### src/rtl/pcie_host_requester_if.sv
// Signal bundle between the PCIe host requester, its local command source and the TLP link.
// The master side is the requester block itself; the slave side is its environment.
interface pcie_host_requester_if;
   logic        req_valid;
   logic        req_ready;
   logic        req_is_write;
   logic        req_is_config;
   logic [31:0] req_addr;
   logic [31:0] req_wdata;
   logic [31:0] tlpd;
   logic        tlpd_valid;
   logic [31:0] tlpr;
   logic        tlpr_valid;
   logic        rsp_valid;
   logic [31:0] rsp_rdata;
   logic [1:0]  rsp_status;
   logic        stray_rsp;

   modport master (
      input  req_valid, req_is_write, req_is_config, req_addr, req_wdata,
      input  tlpr, tlpr_valid,
      output req_ready, tlpd, tlpd_valid, rsp_valid, rsp_rdata, rsp_status, stray_rsp
   );

   modport slave (
      output req_valid, req_is_write, req_is_config, req_addr, req_wdata,
      output tlpr, tlpr_valid,
      input  req_ready, tlpd, tlpd_valid, rsp_valid, rsp_rdata, rsp_status, stray_rsp
   );
endinterface

### src/rtl/pcie_host_requester.sv
// Root-complex side requester: takes one command, sends a 3-beat request TLP,
// waits (with timeout) for the single-beat response and reports data and status.
module pcie_host_requester #(
   parameter int unsigned TIMEOUT_CYCLES = 64,
   parameter logic [7:0]  TLP_LENGTH     = 8'h01
) (
   input logic                   clk,
   input logic                   rst,
   pcie_host_requester_if.master bus
);
   localparam int unsigned    CW       = $clog2(TIMEOUT_CYCLES + 1);
   localparam logic [CW-1:0]  CNT_LAST = CW'(TIMEOUT_CYCLES - 1);

   typedef enum logic [2:0] {
      IDLE,
      SEND_HDR,
      SEND_ADDR,
      SEND_DATA,
      WAIT_RSP,
      DONE
   } state_t;

   state_t        state_reg;
   logic [CW-1:0] cnt_reg;
   logic          is_write_reg;
   logic          is_config_reg;
   logic [31:0]   addr_reg;
   logic [31:0]   wdata_reg;
   logic          req_ready_reg;
   logic [31:0]   tlpd_reg;
   logic          tlpd_valid_reg;
   logic          rsp_valid_reg;
   logic [31:0]   rsp_rdata_reg;
   logic [1:0]    rsp_status_reg;
   logic          stray_rsp_reg;

   function automatic logic [31:0] make_hdr(input logic is_write, input logic is_config);
      return {7'b0, is_config, 7'b0, is_write, TLP_LENGTH,
              1'b0, is_write, 3'b000, is_config, 2'b00};
   endfunction

   // Write acks must read back exactly 1; 0xDEADBEEF marks a bad BAR0 address.
   function automatic logic [1:0] rsp_code(input logic is_write, input logic is_config,
                                           input logic [31:0] data);
      if (is_write && data != 32'h0000_0001)
         return 2'b10;
      else if (!is_write && !is_config && data == 32'hDEAD_BEEF)
         return 2'b11;
      else
         return 2'b00;
   endfunction

   always_ff @(posedge clk or posedge rst) begin
      if (rst) begin
         state_reg      <= IDLE;
         cnt_reg        <= '0;
         is_write_reg   <= 1'b0;
         is_config_reg  <= 1'b0;
         addr_reg       <= '0;
         wdata_reg      <= '0;
         req_ready_reg  <= 1'b1;
         tlpd_reg       <= '0;
         tlpd_valid_reg <= 1'b0;
         rsp_valid_reg  <= 1'b0;
         rsp_rdata_reg  <= '0;
         rsp_status_reg <= 2'b00;
         stray_rsp_reg  <= 1'b0;
      end else begin
         tlpd_reg       <= '0;
         tlpd_valid_reg <= 1'b0;
         rsp_valid_reg  <= 1'b0;
         stray_rsp_reg  <= bus.tlpr_valid && (state_reg != WAIT_RSP);

         case (state_reg)
            IDLE: begin
               if (bus.req_valid) begin
                  is_write_reg   <= bus.req_is_write;
                  is_config_reg  <= bus.req_is_config;
                  addr_reg       <= bus.req_addr;
                  wdata_reg      <= bus.req_wdata;
                  tlpd_reg       <= make_hdr(bus.req_is_write, bus.req_is_config);
                  tlpd_valid_reg <= 1'b1;
                  req_ready_reg  <= 1'b0;
                  state_reg      <= SEND_HDR;
               end
            end
            SEND_HDR: begin
               tlpd_reg       <= addr_reg;
               tlpd_valid_reg <= 1'b1;
               state_reg      <= SEND_ADDR;
            end
            SEND_ADDR: begin
               tlpd_reg       <= is_write_reg ? wdata_reg : 32'h0;
               tlpd_valid_reg <= 1'b1;
               state_reg      <= SEND_DATA;
            end
            SEND_DATA: begin
               cnt_reg   <= '0;
               state_reg <= WAIT_RSP;
            end
            WAIT_RSP: begin
               // A response arriving on the expiry cycle still counts as a response.
               if (bus.tlpr_valid) begin
                  rsp_rdata_reg  <= bus.tlpr;
                  rsp_status_reg <= rsp_code(is_write_reg, is_config_reg, bus.tlpr);
                  rsp_valid_reg  <= 1'b1;
                  state_reg      <= DONE;
               end else if (cnt_reg == CNT_LAST) begin
                  rsp_rdata_reg  <= '0;
                  rsp_status_reg <= 2'b01;
                  rsp_valid_reg  <= 1'b1;
                  state_reg      <= DONE;
               end else begin
                  cnt_reg <= cnt_reg + 1'b1;
               end
            end
            DONE: begin
               cnt_reg       <= '0;
               req_ready_reg <= 1'b1;
               state_reg     <= IDLE;
            end
            default: begin
               req_ready_reg <= 1'b1;
               state_reg     <= IDLE;
            end
         endcase
      end
   end

   assign bus.req_ready  = req_ready_reg;
   assign bus.tlpd       = tlpd_reg;
   assign bus.tlpd_valid = tlpd_valid_reg;
   assign bus.rsp_valid  = rsp_valid_reg;
   assign bus.rsp_rdata  = rsp_rdata_reg;
   assign bus.rsp_status = rsp_status_reg;
   assign bus.stray_rsp  = stray_rsp_reg;
endmodule

### src/flat_wrapper.sv
// flat-port wrapper written by rule: the top's interface ports become plain ports
module pcie_host_requester_flat 
#(
   parameter int unsigned TIMEOUT_CYCLES = 64,
   parameter logic [7:0]  TLP_LENGTH     = 8'h01
)
  (clk, rst, bus_req_valid, bus_req_is_write, bus_req_is_config, bus_req_addr, bus_req_wdata, bus_tlpr, bus_tlpr_valid, bus_req_ready, bus_tlpd, bus_tlpd_valid, bus_rsp_valid, bus_rsp_rdata, bus_rsp_status, bus_stray_rsp);
  pcie_host_requester_if bus_i ();
  input logic clk;
  input logic rst;
  input wire logic [$bits(bus_i.req_valid)-1:0] bus_req_valid;
  input wire logic [$bits(bus_i.req_is_write)-1:0] bus_req_is_write;
  input wire logic [$bits(bus_i.req_is_config)-1:0] bus_req_is_config;
  input wire logic [$bits(bus_i.req_addr)-1:0] bus_req_addr;
  input wire logic [$bits(bus_i.req_wdata)-1:0] bus_req_wdata;
  input wire logic [$bits(bus_i.tlpr)-1:0] bus_tlpr;
  input wire logic [$bits(bus_i.tlpr_valid)-1:0] bus_tlpr_valid;
  output wire logic [$bits(bus_i.req_ready)-1:0] bus_req_ready;
  output wire logic [$bits(bus_i.tlpd)-1:0] bus_tlpd;
  output wire logic [$bits(bus_i.tlpd_valid)-1:0] bus_tlpd_valid;
  output wire logic [$bits(bus_i.rsp_valid)-1:0] bus_rsp_valid;
  output wire logic [$bits(bus_i.rsp_rdata)-1:0] bus_rsp_rdata;
  output wire logic [$bits(bus_i.rsp_status)-1:0] bus_rsp_status;
  output wire logic [$bits(bus_i.stray_rsp)-1:0] bus_stray_rsp;
  assign bus_i.req_valid = bus_req_valid;
  assign bus_i.req_is_write = bus_req_is_write;
  assign bus_i.req_is_config = bus_req_is_config;
  assign bus_i.req_addr = bus_req_addr;
  assign bus_i.req_wdata = bus_req_wdata;
  assign bus_i.tlpr = bus_tlpr;
  assign bus_i.tlpr_valid = bus_tlpr_valid;
  assign bus_req_ready = bus_i.req_ready;
  assign bus_tlpd = bus_i.tlpd;
  assign bus_tlpd_valid = bus_i.tlpd_valid;
  assign bus_rsp_valid = bus_i.rsp_valid;
  assign bus_rsp_rdata = bus_i.rsp_rdata;
  assign bus_rsp_status = bus_i.rsp_status;
  assign bus_stray_rsp = bus_i.stray_rsp;
  pcie_host_requester #(.TIMEOUT_CYCLES(TIMEOUT_CYCLES), .TLP_LENGTH(TLP_LENGTH)) u_core (.clk(clk), .rst(rst), .bus(bus_i));
endmodule
### config.mk
export PLATFORM = sky130hd
export DESIGN_NAME = pcie_host_requester_flat
export DESIGN_NICKNAME = d
export VERILOG_FILES = /design/src/rtl/pcie_host_requester_if.sv /design/src/rtl/pcie_host_requester.sv /design/src/flat_wrapper.sv
export SDC_FILE = /design/constraint.sdc
export NUM_CORES = 1
export LEC_CHECK = 0
export BUFFER_PORTS_ARGS = -buffer_cell sky130_fd_sc_hd__buf_2
export CORE_ASPECT_RATIO = 1.25
export CORE_UTILIZATION = 46
export CTS_CLUSTER_SIZE = 16
export DETAILED_ROUTE_END_ITERATION = 16
export PLACE_DENSITY = 0.8
export SLEW_MARGIN = 20
export SYNTH_ARGS = -nofsm -noshare
export SYNTH_HDL_FRONTEND = slang
export SYNTH_SLANG_ARGS = --single-unit
### constraint.sdc
create_clock -name clk -period 3.97 [get_ports clk]
set_input_delay 0.397 -clock clk [delete_from_list [all_inputs] [get_ports clk]]
set_output_delay 0.397 -clock clk [all_outputs]
set_load 0.1 [all_outputs]
==> impl_table.tex <==
\begin{tabular}{lr}
\hline
Metric & Value \\
\hline
\multicolumn{2}{l}{\textbf{Status}} \\
Result of the run & finished, final reports clean \\
\multicolumn{2}{l}{\textbf{STA}} \\
Count of pins over their slew limit & 0 \\
Tightest Pin Transition & 855 ps \\
Final-layout setup total negative slack & 0 ps \\
Setup repair after global routing missed its margin & no \\
Fin Clk Skew & 7.06 ps \\
Setup slack of the critical path after layout & 1790 ps \\
Period utilisation layout & 0.550 \\
Total setup violations reported at the end of the flow & 0 \\
Hold slack final & 129 ps \\
Highest clock rate & 458 MHz \\
Final critical path time including I/O delays and setup & 2180 ps \\
Hold violation count in the final report & 0 \\
Headroom to the max-slew limit & 0.430 \\
\multicolumn{2}{l}{\textbf{Critical path}} \\
Capture instance of the worst register-to-register path & u\_core.bus.rsp\_rdata[2] \\
CP Max Fanout & 33 \\
CP Depth & 4 \\
Number of cells traversed by the worst register-to-register path & 4 \\
Reg-to-reg slack, setup & 1790 ps \\
CP max stage cell & or2\_2 \\
Dominant delay contributor by cell family on the critical path & simple AND/OR/NAND/NOR gates \\
Start point of the critical path & u\_core.state\_reg[1] \\
Sequence of cells on the critical path & nor2\_1 -> nand2\_1 -> or2\_2 -> a22o\_1 \\
Worst setup path class & flip-flop to flip-flop \\
Worst path bufs/invs & 0 \\
Critical path startpoint category & flip-flop \\
Kind of end point of the critical path & flip-flop \\
Slowest stage delay, CP & 560 ps \\
CP required & 4250 ps \\
Endpoint arrival time on the critical path & 2470 ps \\
R2r startpoint & u\_core.state\_reg[1] \\
Critical path endpoint & u\_core.bus.rsp\_rdata[2] \\
\multicolumn{2}{l}{\textbf{Clocking}} \\
Resize count post-CTS & 0 \\
CTS tree & done \\
Number of buffers created by CTS & 17 \\
Clock input transition at the sequential cells of the worst setup and hold paths & 60 ps \\
Clock tree root buffer cell & clkbuf\_16 \\
Clock buffer depth & 2 \\
Clock insertion delay at the later pin of the skew report & 400 ps \\
Deepest level of the CTS H-tree & 4 \\
Number of sinks driven by the clock tree & 146 \\
Count of hold buffers inserted by post-cts repair & 0 \\
Post-CTS setup buffer count & 0 \\
\multicolumn{2}{l}{\textbf{Yosys}} \\
Seq/Total Area, Yosys & 0.640 \\
Number of enable-type register cells in the synthesized netlist & 0 \\
Area of the mapped netlist & 5710 um2 \\
Number of synthesized register bits & 146 \\
Post-synth top cells & 145 x dfrtp\_1, 64 x a22o\_1, 64 x mux2\_1, 14 x nand2\_1, 9 x nor2\_1 \\
Share of flip-flops with an asynchronous set or reset & 1.00 \\
Cells taking the most area after synthesis & dfrtp\_1 64\%, mux2\_1 13\%, a22o\_1 9.8\% \\
Count of synthesis-stage warnings from yosys & 0 \\
Cell accounting for the most synthesized area & dfrtp\_1 \\
Count of unique library cells instantiated by Yosys & 46 \\
Synth Net Count & 504 \\
Syn\_area\_per\_cell & 14.2 um2 \\
Leading cell type by number of instances after synthesis & dfrtp\_1 \\
Post-synth top area share & 0.635 \\
Flip-flop cell with the highest count after synthesis & dfrtp\_1 \\
Cells after Synth & 401 \\
\multicolumn{2}{l}{\textbf{Placed design}} \\
PortBufs & 171 \\
Worst slack, placed & 1480 ps \\
HPWL after DPL & 8770 um \\
Last weighted congestion value of the routability-driven placer & 0.871 \\
\multicolumn{2}{l}{\textbf{Die}} \\
Die outline area & 12900 um2 \\
Number of top-level pins & 172 \\
Die height & 127 um \\
Chip width & 102 um \\
Standard cell core area & 12100 um2 \\
Initial standard-cell utilization of the core & 0.472 \\
FP Rows & 45 \\
\multicolumn{2}{l}{\textbf{Global route}} \\
Met2 layer usage reported by global route & 0.340 \\
Most Crowded Layer GR & met2 \\
Antenna violations before repair & 0 \\
Vias in the first global route & 4070 \\
Global Route met1 Usage & 0.243 \\
Aggregate global routing overflow & 0 \\
Wire length of the first global-routing pass & 20100 um \\
Met3 track utilization from global routing & 0.0672 \\
Largest net degree at the start of global routing & 147 \\
Tot GR Track Use & 0.205 \\
\multicolumn{2}{l}{\textbf{Drt}} \\
Vias & 4061 \\
Final Routed Wirelength & 12700 um \\
Per-cell routed wire length & 17.0 um \\
Violation count after the first detailed-routing iteration & 154 \\
Iteration count of the initial detailed-routing pass & 5 \\
Avg Vias per Cell & 5.43 \\
Drc violations & 0 \\
Antenna violation net count after detailed routing & 0 \\
\multicolumn{2}{l}{\textbf{Layout}} \\
Number of antenna repair diodes & 0 \\
\# nets final & 675 \\
Count of filler cells inserted in the layout & 1004 \\
Layout cell share with drive strength beyond 1 & 0.373 \\
Final Util & 0.598 \\
Area growth, synth to finish & 26.8\% \\
\multicolumn{2}{l}{\textbf{Job}} \\
Max\_cap viols & 0 \\
\multicolumn{2}{l}{\textbf{Hold path}} \\
Worst min-delay path category & primary input to async pin \\
\hline
\end{tabular}
## worst register-to-register path: stages (launching register included)
cell and delay [ps]:
dfrtp_1 550, nor2_1 480, nand2_1 120, or2_2 560
a22o_1 360
## kinds of logic (layout without fill, tap and decap cells)
logic type                 count (synthesis)  count (layout)  share of synthesized area
and+or+nand+nor                           63              63                     0.0598
buffers and inverters                     34             217                     0.0355
adders and majority gates                  1               1                    0.00219
AOI/OAI and AO/OA                         92              92                      0.135
DFF                                      146             146                      0.640
xor gates and xnor gates                   1               1                    0.00153
muxes                                     64              64                      0.126
## worst min-delay path by stage
| stage | slack (ps) | cells past startpoint | end | startpoint |
|---|---|---|---|---|
| floorplan | 460 | 1 | u_core.addr_reg[16] | u_core.addr_reg[16] |
| global placement | 470 | 1 | u_core.bus.tlpd[18] | u_core.wdata_reg[18] |
| detailed placement | 480 | 1 | u_core.wdata_reg[26] | u_core.wdata_reg[26] |
| CTS | 190 | 2 | u_core.wdata_reg[13] | bus_req_wdata[13] |
| global route | 190 | 2 | u_core.addr_reg[25] | bus_req_addr[25] |
| finish | 130 | 3 | u_core.addr_reg[17] | rst |
## stage by stage
stage          area (um2)  std cells
2_1_floorplan        5710        401
3_3_place_gp         6680        717
3_5_place_dp         6680        717
4_1_cts              7240        748
5_1_grt              7240        748
6_report             7240        748
## metal layers
metal	up-vias	routed length, um	share of wire
li1	1843	-	-
met1	1993	5190	0.41
met2	196	6230	0.49
met3	27	1010	0.080
met4	2	272	0.021
met5	-	7	0.00055
## placed cells by master, fill, tap and decap left out, types with 2 or more instances in the layout
cell | netlist | routed
clkbuf_16 | 0 | 17
mux2_1 | 64 | 64
o31ai_1 | 2 | 2
a32o_1 | 2 | 2
clkbuf_8 | 0 | 3
a222oi_1 | 2 | 2
nand2b_1 | 2 | 2
a31oi_1 | 2 | 2
clkinvlp_4 | 0 | 4
nor2_1 | 9 | 9
a211oi_1 | 2 | 2
nand4_1 | 8 | 8
clkinv_2 | 0 | 4
nor4_1 | 7 | 7
buf_4 | 7 | 6
a22oi_1 | 2 | 2
o21ai_0 | 2 | 2
o21ai_1 | 3 | 3
dfrtp_1 | 145 | 145
and3_1 | 3 | 2
clkbuf_1 | 8 | 2
or2_1 | 3 | 2
nand2_1 | 14 | 14
nor3b_2 | 0 | 2
a22o_1 | 64 | 64
inv_1 | 7 | 6
a21oi_1 | 3 | 3
nor3_1 | 5 | 4
nand3_1 | 5 | 5
buf_2 | 6 | 171
## final cells by class
cell class              instances  area (um2)  share of cell area
flip-flops and latches        146        3650               0.505
repair buffers                178         921               0.127
inverters                       8        33.8             0.00467
multi-input cells             221        1870               0.258
clock inverters                 9        81.3              0.0112
clock buffers                  22         474              0.0655
well taps                     164         205              0.0283
Power is left out: the tool's default activity adds up to more than one toggle a clock period on the data nets, which glitch-free logic cannot reach.
